===== src/rtl/fir_uart_sequencer.sv =====
// fir_uart_sequencer: glue between the UART receiver/transmitter pair and the FIR filter.
// Received byte pairs (low byte first) become 16-bit FIR samples. FIR results are sliced
// to 16 bits and queued in a small word FIFO. Queued words are sent back as two bytes,
// low byte first.
// Optional build macro FIR_SEQ_SAT_EN: the 16-bit slice saturates (signed) instead of
// truncating.
// Ports:
//   clk, rst                    clock, synchronous active-high reset
//   rx_ready, rx_data           received byte strobe and data
//   fir_in_valid, fir_in_data   assembled sample {hi,lo} to the FIR
//   fir_out_valid, fir_out_data FIR result strobe and data
//   tx_busy, tx_start, tx_data  transmitter handshake and byte
//   ovf, rx_err                 sticky drop / receive-timeout flags
//   fifo_level, last_word       queued word count, last fully transmitted word
module fir_uart_sequencer #(
  parameter int unsigned OUT_W      = 38,
  parameter int unsigned SLICE_LSB  = 8,
  parameter int unsigned FIFO_DEPTH = 4,
  parameter int unsigned RX_TIMEOUT = 5000000
) (
  input  logic                          clk,
  input  logic                          rst,
  input  logic                          rx_ready,
  input  logic [7:0]                    rx_data,
  output logic                          fir_in_valid,
  output logic [15:0]                   fir_in_data,
  input  logic                          fir_out_valid,
  input  logic [OUT_W-1:0]              fir_out_data,
  input  logic                          tx_busy,
  output logic                          tx_start,
  output logic [7:0]                    tx_data,
  output logic                          ovf,
  output logic                          rx_err,
  output logic [$clog2(FIFO_DEPTH):0]   fifo_level,
  output logic [15:0]                   last_word
);

  localparam int unsigned PTR_W = $clog2(FIFO_DEPTH);
  localparam int unsigned LVL_W = PTR_W + 1;
  localparam int unsigned TMO_W = (RX_TIMEOUT > 1) ? $clog2(RX_TIMEOUT) : 1;
  localparam int unsigned TOP   = SLICE_LSB + 15;
  localparam logic [LVL_W-1:0] FULL_LVL = LVL_W'(FIFO_DEPTH);
  localparam logic [TMO_W-1:0] TMO_LAST = TMO_W'(RX_TIMEOUT - 1);

  typedef enum logic {RX_LO, RX_HI} rx_state_e;
  typedef enum logic [2:0] {
    TX_IDLE, TX_LO, TX_GAP_LO, TX_WAIT_LO, TX_HI, TX_GAP_HI, TX_WAIT_HI
  } tx_state_e;

  // Receive side state
  rx_state_e        rx_state_q, rx_state_d;
  logic [7:0]       lo_q, lo_d;
  logic [TMO_W-1:0] tmo_q, tmo_d;
  logic             fir_in_valid_q, fir_in_valid_d;
  logic [15:0]      fir_in_data_q, fir_in_data_d;
  logic             rx_err_q, rx_err_d;

  // Transmit side state
  tx_state_e        tx_state_q, tx_state_d;
  logic [15:0]      word_q, word_d;
  logic             tx_start_q, tx_start_d;
  logic [7:0]       tx_data_q, tx_data_d;
  logic [15:0]      last_word_q, last_word_d;

  // Word FIFO
  logic [15:0]      mem_q [FIFO_DEPTH];
  logic [PTR_W-1:0] wr_ptr_q, rd_ptr_q;
  logic [LVL_W-1:0] level_q, level_d;
  logic             ovf_q, ovf_d;
  logic             push_c, pop_c, full_c;
  logic [15:0]      slice_c;
  logic             unused_fir_bits;

  // Bits outside the slice window only matter to the saturating build.
  assign unused_fir_bits = ^fir_out_data;

`ifdef FIR_SEQ_SAT_EN
  // In range only when every bit from the slice MSB upward matches the sign.
  logic [OUT_W-1-TOP:0] upper_c;
  assign upper_c = fir_out_data[OUT_W-1:TOP];
  always_comb begin
    if ((upper_c == '0) || (upper_c == '1)) slice_c = fir_out_data[TOP:SLICE_LSB];
    else if (fir_out_data[OUT_W-1])          slice_c = 16'h8000;
    else                                     slice_c = 16'h7FFF;
  end
`else
  assign slice_c = fir_out_data[TOP:SLICE_LSB];
`endif

  // A pop in the same cycle frees the slot, so a full FIFO still accepts the push.
  assign full_c = (level_q == FULL_LVL);
  assign push_c = fir_out_valid && (!full_c || pop_c);

  always_comb begin
    level_d = level_q;
    ovf_d   = ovf_q | (fir_out_valid & full_c & ~pop_c);
    case ({push_c, pop_c})
      2'b10:   level_d = level_q + LVL_W'(1);
      2'b01:   level_d = level_q - LVL_W'(1);
      default: level_d = level_q;
    endcase
  end

  always_ff @(posedge clk) begin
    if (rst) begin
      wr_ptr_q <= '0;
      rd_ptr_q <= '0;
      level_q  <= '0;
      ovf_q    <= 1'b0;
    end else begin
      if (push_c) wr_ptr_q <= wr_ptr_q + PTR_W'(1);
      if (pop_c)  rd_ptr_q <= rd_ptr_q + PTR_W'(1);
      level_q <= level_d;
      ovf_q   <= ovf_d;
    end
  end

  // Storage array needs no reset; occupancy is tracked by level_q.
  always_ff @(posedge clk) begin
    if (push_c) mem_q[wr_ptr_q] <= slice_c;
  end

  // Receive FSM: pair bytes into samples, abandon a lone low byte after the timeout.
  always_comb begin
    rx_state_d     = rx_state_q;
    lo_d           = lo_q;
    tmo_d          = tmo_q;
    fir_in_valid_d = 1'b0;
    fir_in_data_d  = fir_in_data_q;
    rx_err_d       = rx_err_q;
    case (rx_state_q)
      RX_LO: begin
        if (rx_ready) begin
          lo_d       = rx_data;
          tmo_d      = '0;
          rx_state_d = RX_HI;
        end
      end
      RX_HI: begin
        if (rx_ready) begin
          fir_in_valid_d = 1'b1;
          fir_in_data_d  = {rx_data, lo_q};
          rx_state_d     = RX_LO;
        end else if (tmo_q == TMO_LAST) begin
          rx_err_d   = 1'b1;
          rx_state_d = RX_LO;
        end else begin
          tmo_d = tmo_q + TMO_W'(1);
        end
      end
      default: rx_state_d = RX_LO;
    endcase
  end

  always_ff @(posedge clk) begin
    if (rst) begin
      rx_state_q     <= RX_LO;
      lo_q           <= '0;
      tmo_q          <= '0;
      fir_in_valid_q <= 1'b0;
      fir_in_data_q  <= '0;
      rx_err_q       <= 1'b0;
    end else begin
      rx_state_q     <= rx_state_d;
      lo_q           <= lo_d;
      tmo_q          <= tmo_d;
      fir_in_valid_q <= fir_in_valid_d;
      fir_in_data_q  <= fir_in_data_d;
      rx_err_q       <= rx_err_d;
    end
  end

  // Transmit FSM: the GAP states skip the cycle before the transmitter raises busy.
  always_comb begin
    tx_state_d  = tx_state_q;
    word_d      = word_q;
    tx_start_d  = 1'b0;
    tx_data_d   = tx_data_q;
    last_word_d = last_word_q;
    pop_c       = 1'b0;
    case (tx_state_q)
      TX_IDLE: begin
        if (level_q != '0) begin
          pop_c      = 1'b1;
          word_d     = mem_q[rd_ptr_q];
          tx_state_d = TX_LO;
        end
      end
      TX_LO: begin
        if (!tx_busy) begin
          tx_data_d  = word_q[7:0];
          tx_start_d = 1'b1;
          tx_state_d = TX_GAP_LO;
        end
      end
      TX_GAP_LO:  tx_state_d = TX_WAIT_LO;
      TX_WAIT_LO: if (!tx_busy) tx_state_d = TX_HI;
      TX_HI: begin
        if (!tx_busy) begin
          tx_data_d  = word_q[15:8];
          tx_start_d = 1'b1;
          tx_state_d = TX_GAP_HI;
        end
      end
      TX_GAP_HI:  tx_state_d = TX_WAIT_HI;
      TX_WAIT_HI: begin
        if (!tx_busy) begin
          last_word_d = word_q;
          tx_state_d  = TX_IDLE;
        end
      end
      default: tx_state_d = TX_IDLE;
    endcase
  end

  always_ff @(posedge clk) begin
    if (rst) begin
      tx_state_q  <= TX_IDLE;
      word_q      <= '0;
      tx_start_q  <= 1'b0;
      tx_data_q   <= '0;
      last_word_q <= '0;
    end else begin
      tx_state_q  <= tx_state_d;
      word_q      <= word_d;
      tx_start_q  <= tx_start_d;
      tx_data_q   <= tx_data_d;
      last_word_q <= last_word_d;
    end
  end

  assign fir_in_valid = fir_in_valid_q;
  assign fir_in_data  = fir_in_data_q;
  assign tx_start     = tx_start_q;
  assign tx_data      = tx_data_q;
  assign ovf          = ovf_q;
  assign rx_err       = rx_err_q;
  assign fifo_level   = level_q;
  assign last_word    = last_word_q;

endmodule


===== config.mk =====
export PLATFORM = sky130hd
export DESIGN_NAME = fir_uart_sequencer
export DESIGN_NICKNAME = d
export VERILOG_FILES = /design/src/rtl/fir_uart_sequencer.sv
export SDC_FILE = /design/constraint.sdc
export NUM_CORES = 1
export LEC_CHECK = 0
export CAP_MARGIN = 20
export CORE_UTILIZATION = 42
export CTS_BUF_LIST = sky130_fd_sc_hd__clkbuf_4
export DETAILED_ROUTE_END_ITERATION = 7
export GPL_TIMING_DRIVEN = 0
export HOLD_SLACK_MARGIN = 0.02
export PLACE_DENSITY_LB_ADDON = 0.15
export SLEW_MARGIN = 10
export SYNTH_ARGS = -nofsm -noshare
export SYNTH_HDL_FRONTEND = slang
export SYNTH_SLANG_ARGS = --single-unit

===== constraint.sdc =====
create_clock -name clk -period 2.69 [get_ports clk]
set_input_delay 0.538 -clock clk [delete_from_list [all_inputs] [get_ports clk]]
set_output_delay 0.538 -clock clk [all_outputs]
set_load 0.1 [all_outputs]

==> impl_metrics.py, run 1 <==
metrics = {
    "sta": {
        "rsz0062_at_grt": "no",
        "finalCritPeriodShare_pct": 97.3,
        "period_minus_slack_ns": 2.62,
        "max_freq_mhz": 382,
        "worst_slew_pin_slew_ns": 1.04,
        "slew_headroom_pct": 30.8,
        "fin_ws_ns": 0.0734,
        "finalSetupViolations": 0,
        "drv_slew": 0,
        "clock_skew_ns": 0.0225,
        "finalHoldViolations": 0,
        "whs_ns": 0.461,
    },
    "worst_setup_path": {
        "critPathTopFamily": "buffers and inverters",
        "cp.depth": 1,
        "rrSetupSlack_ns": 0.21,
        "worstReg2RegStart": "tmo_q[0]$_SDFFE_PP0P_",
        "path_class": "flop to output pin",
        "crit_chain": "clkdlybuf4s50_1",
        "required_ns": 2.15,
        "cpPeakStageDelay_ns": 1.14,
        "arrival_ns": 2.08,
        "cp_num_buf_inv": 1,
        "end_kind": "output pin",
        "r2r_end": "tmo_q[10]$_SDFFE_PP0P_",
        "startpoint_type": "flop",
        "reg2reg_depth": 6,
        "crit_slowest_cell": "clkdlybuf4s50_1",
        "critPathMaxFanout": 2,
    },
    "synth": {
        "synth_edf_count": 64,
        "syn_area_um2": 6660,
        "yosysWarnings": 0,
        "ys_ff_latch": 166,
        "ys.flop_type": "dfxtp_1",
        "ys_seq_area_share_pct": 59.6,
        "synth-async-reset-ratio_pct": 0,
        "syn_nets": 684,
        "synth.avg_cell_area_um2": 10.6,
        "syn_inst": 627,
        "synth_cell_type_count": 59,
    },
    "clock_tree": {
        "clk_pin_slew_ns": 0.13,
        "cts_setup_buffers": 0,
        "cts-root-buf": "clkbuf_4",
        "cts_max_level": 4,
        "hold_buffers": 0,
        "cts_tree": "yes",
        "cts_made_buffers": 17,
        "clock_sinks": 166,
        "insertion_delay_ns": 0.57,
        "cts_buffer_depth": 2,
        "cts_resized": 10,
    },
    "finish": {
        "num-fill-cells": 1388,
        "layout-drive-gt1-share_pct": 9.13,
        "stdcell_count": 945,
        "final_cell_area_um2": 8010,
        "fin_nets": 778,
        "final_core_util_pct": 52.3,
        "syn2layout_area_growth_pct": 20.3,
        "antenna_cells": 0,
    },
    "route": {
        "drt_first_iter_violations": 338,
        "drc": 0,
        "ant_nets": 0,
        "dr_total_vias": 4932,
        "firstDrtPassIters": 5,
        "totalWireLength_um": 15000,
        "vias_per_cell": 5.22,
        "wire_per_inst_um": 15.9,
    },
    "die": {
        "start_util_pct": 43.5,
        "io_pins": 98,
        "dieWidth_um": 128,
        "core_area_um2": 15300,
        "die_y_um": 128,
        "dieArea_um2": 16400,
        "rows": 45,
    },
    "global_routing": {
        "grt_pass1_wl_um": 24400,
        "grt_max_degree": 17,
        "antenna_found_initial": 0,
        "grt_pass1_vias": 4813,
        "track_usage_pct": 19.5,
        "grt_overflow": 0,
    },
    "run_status": {
        "status": "complete, no violations",
    },
    "worst_hold_path": {
        "hold-path-endpoint": "fir_in_data[3]$_SDFFE_PP0P_",
        "hp-start": "lo_q[3]$_SDFFE_PP0P_",
        "hold_class": "flop to flop",
        "hold_depth": 2,
    },
    "job": {
        "drv_cap": 0,
    },
    "power_and_ir_drop": {
        "power_density_nw_per_um2": 741,
        "leakagePower_uw": 0.00287,
        "peakVddDrop_v": 0.000536,
    },
    "placed_design": {
        "pre_cts_ws_ns": -0.157,
        "dp.cells": 913,
        "dpl_cell_area_um2": 7670,
        "port-buffer-count": 75,
        "hpwl_um": 10700,
        "place_congestion": 0.880,
    },
}
## power breakdown
part	switching (µW)	internal (µW)
Sequential	149	2850
Clock	919	576
Combinational	920	525
## synth_stat cells (5+ instances only)
| master | instances | area [µm²] |
|---|---|---|
| clkbuf_1 | 28 | 105 |
| a21oi_1 | 81 | 405 |
| a31oi_1 | 5 | 31.3 |
| inv_1 | 11 | 41.3 |
| mux2i_1 | 10 | 100 |
| ha_1 | 5 | 62.6 |
| xnor2_1 | 5 | 43.8 |
| nand3_1 | 20 | 100 |
| nand2_1 | 138 | 518 |
| nor4_1 | 5 | 31.3 |
| and2_1 | 7 | 43.8 |
| o41ai_1 | 6 | 52.6 |
| nor2_1 | 39 | 146 |
| mux4_2 | 16 | 360 |
| o21ai_0 | 8 | 40.0 |
| edfxtp_1 | 64 | 1920 |
| dfxtp_1 | 102 | 2040 |
## flip-flops by register name, summed over array words and instances (netlist names)
| signal | flops |
|---|---|
| tx_state_q | 3 |
| tmo_q | 23 |
| rx_state_q | 1 |
| wr_ptr_q | 2 |
| mem_q | 64 |
| fifo_level | 3 |
| ovf | 1 |
| rx_err | 1 |
| last_word | 16 |
| tx_start | 1 |
| word_q | 16 |
| fir_in_data | 16 |
| lo_q | 8 |
| fir_in_valid | 1 |
| tx_data | 8 |
| rd_ptr_q | 2 |
## cell usage in the layout, fill, tap and decap left out, drive strengths merged, types with 8 or more instances in the layout
cell / n
clkbuf: 46
clkdlybuf4s50: 49
mux2i: 10
mux4: 16
dlygate4sd2: 10
dfxtp: 102
and2: 8
dlymetal6s2s: 16
inv: 19
nor2: 39
nand3: 21
o21ai: 9
edfxtp: 64
nand2: 138
a21oi: 82
## routing by layer
metal / track usage [%] / part of all wire (%) / vias up
met5: 0 / 0 / -
met4: 7.96 / 1.9 / 0
met1: 23.7 / 45 / 2362
met2: 33.4 / 49 / 107
met3: 4.55 / 4.3 / 24
li1: - / - / 2439
## per-stage QoR
step	total power (µW)	TNS (ns)
floorplan	4120	0
detailed placement	4520	-2.97
global route	6280	0
CTS	5990	0
global placement	4490	-1.26
finish	5940	0
## logic make-up (layout without fill, tap and decap cells)
kind of cell    after synthesis  after routing  share of synthesized area, %
xor+xnor                      6              6                         0.790
compound gates              126            126                          11.4
flops                       166            166                          59.6
fa+ha+maj                     6              6                          1.24
simple gates                250            250                          17.1
buf+inv                      47            154                          3.06
mux                          26             26                          6.92
## worst max-delay path by stage
stage                            endpoint  slack (ns)                        from
2_1_floorplan  fifo_level[2]$_SDFFE_PP0P_        0.07  fifo_level[0]$_SDFFE_PP0P_
3_3_place_gp        tmo_q[4]$_SDFFE_PP0P_       -0.09                    rx_ready
3_5_place_dp     wr_ptr_q[1]$_SDFFE_PP0P_       -0.16                         rst
4_1_cts                        tx_data[4]      0.0006     tx_data[4]$_SDFFE_PP0P_
5_1_grt                      last_word[8]     0.00009   last_word[8]$_SDFFE_PP0P_
6_report                     last_word[8]        0.07   last_word[8]$_SDFFE_PP0P_
## final cells by class
cell class / count / area, µm² / area share [%]
Buffer: 36 / 163 / 2.03
Clock buffer: 17 / 128 / 1.59
Clock inverter: 15 / 165 / 2.06
Inverter: 11 / 41.3 / 0.516
Multi-Input combinational cell: 414 / 2500 / 31.3
Sequential cell: 166 / 3960 / 49.5
Tap cell: 211 / 264 / 3.30
Timing Repair Buffer: 75 / 778 / 9.72
Note: power is estimated with default switching activity, not from simulation.
==> run 2, diff against run 1 <==
Settings changed: ABC_CLOCK_PERIOD_IN_PS from default to 2690.
==> results of run 2 <==
Final layout, timing and power as in run 1 (identical DEF).
==> run 3, diff against run 2 <==
Settings changed: ABC_CLOCK_PERIOD_IN_PS 2690 to default.
==> results of run 3 <==
Final layout, timing and power as in run 1 (identical DEF).
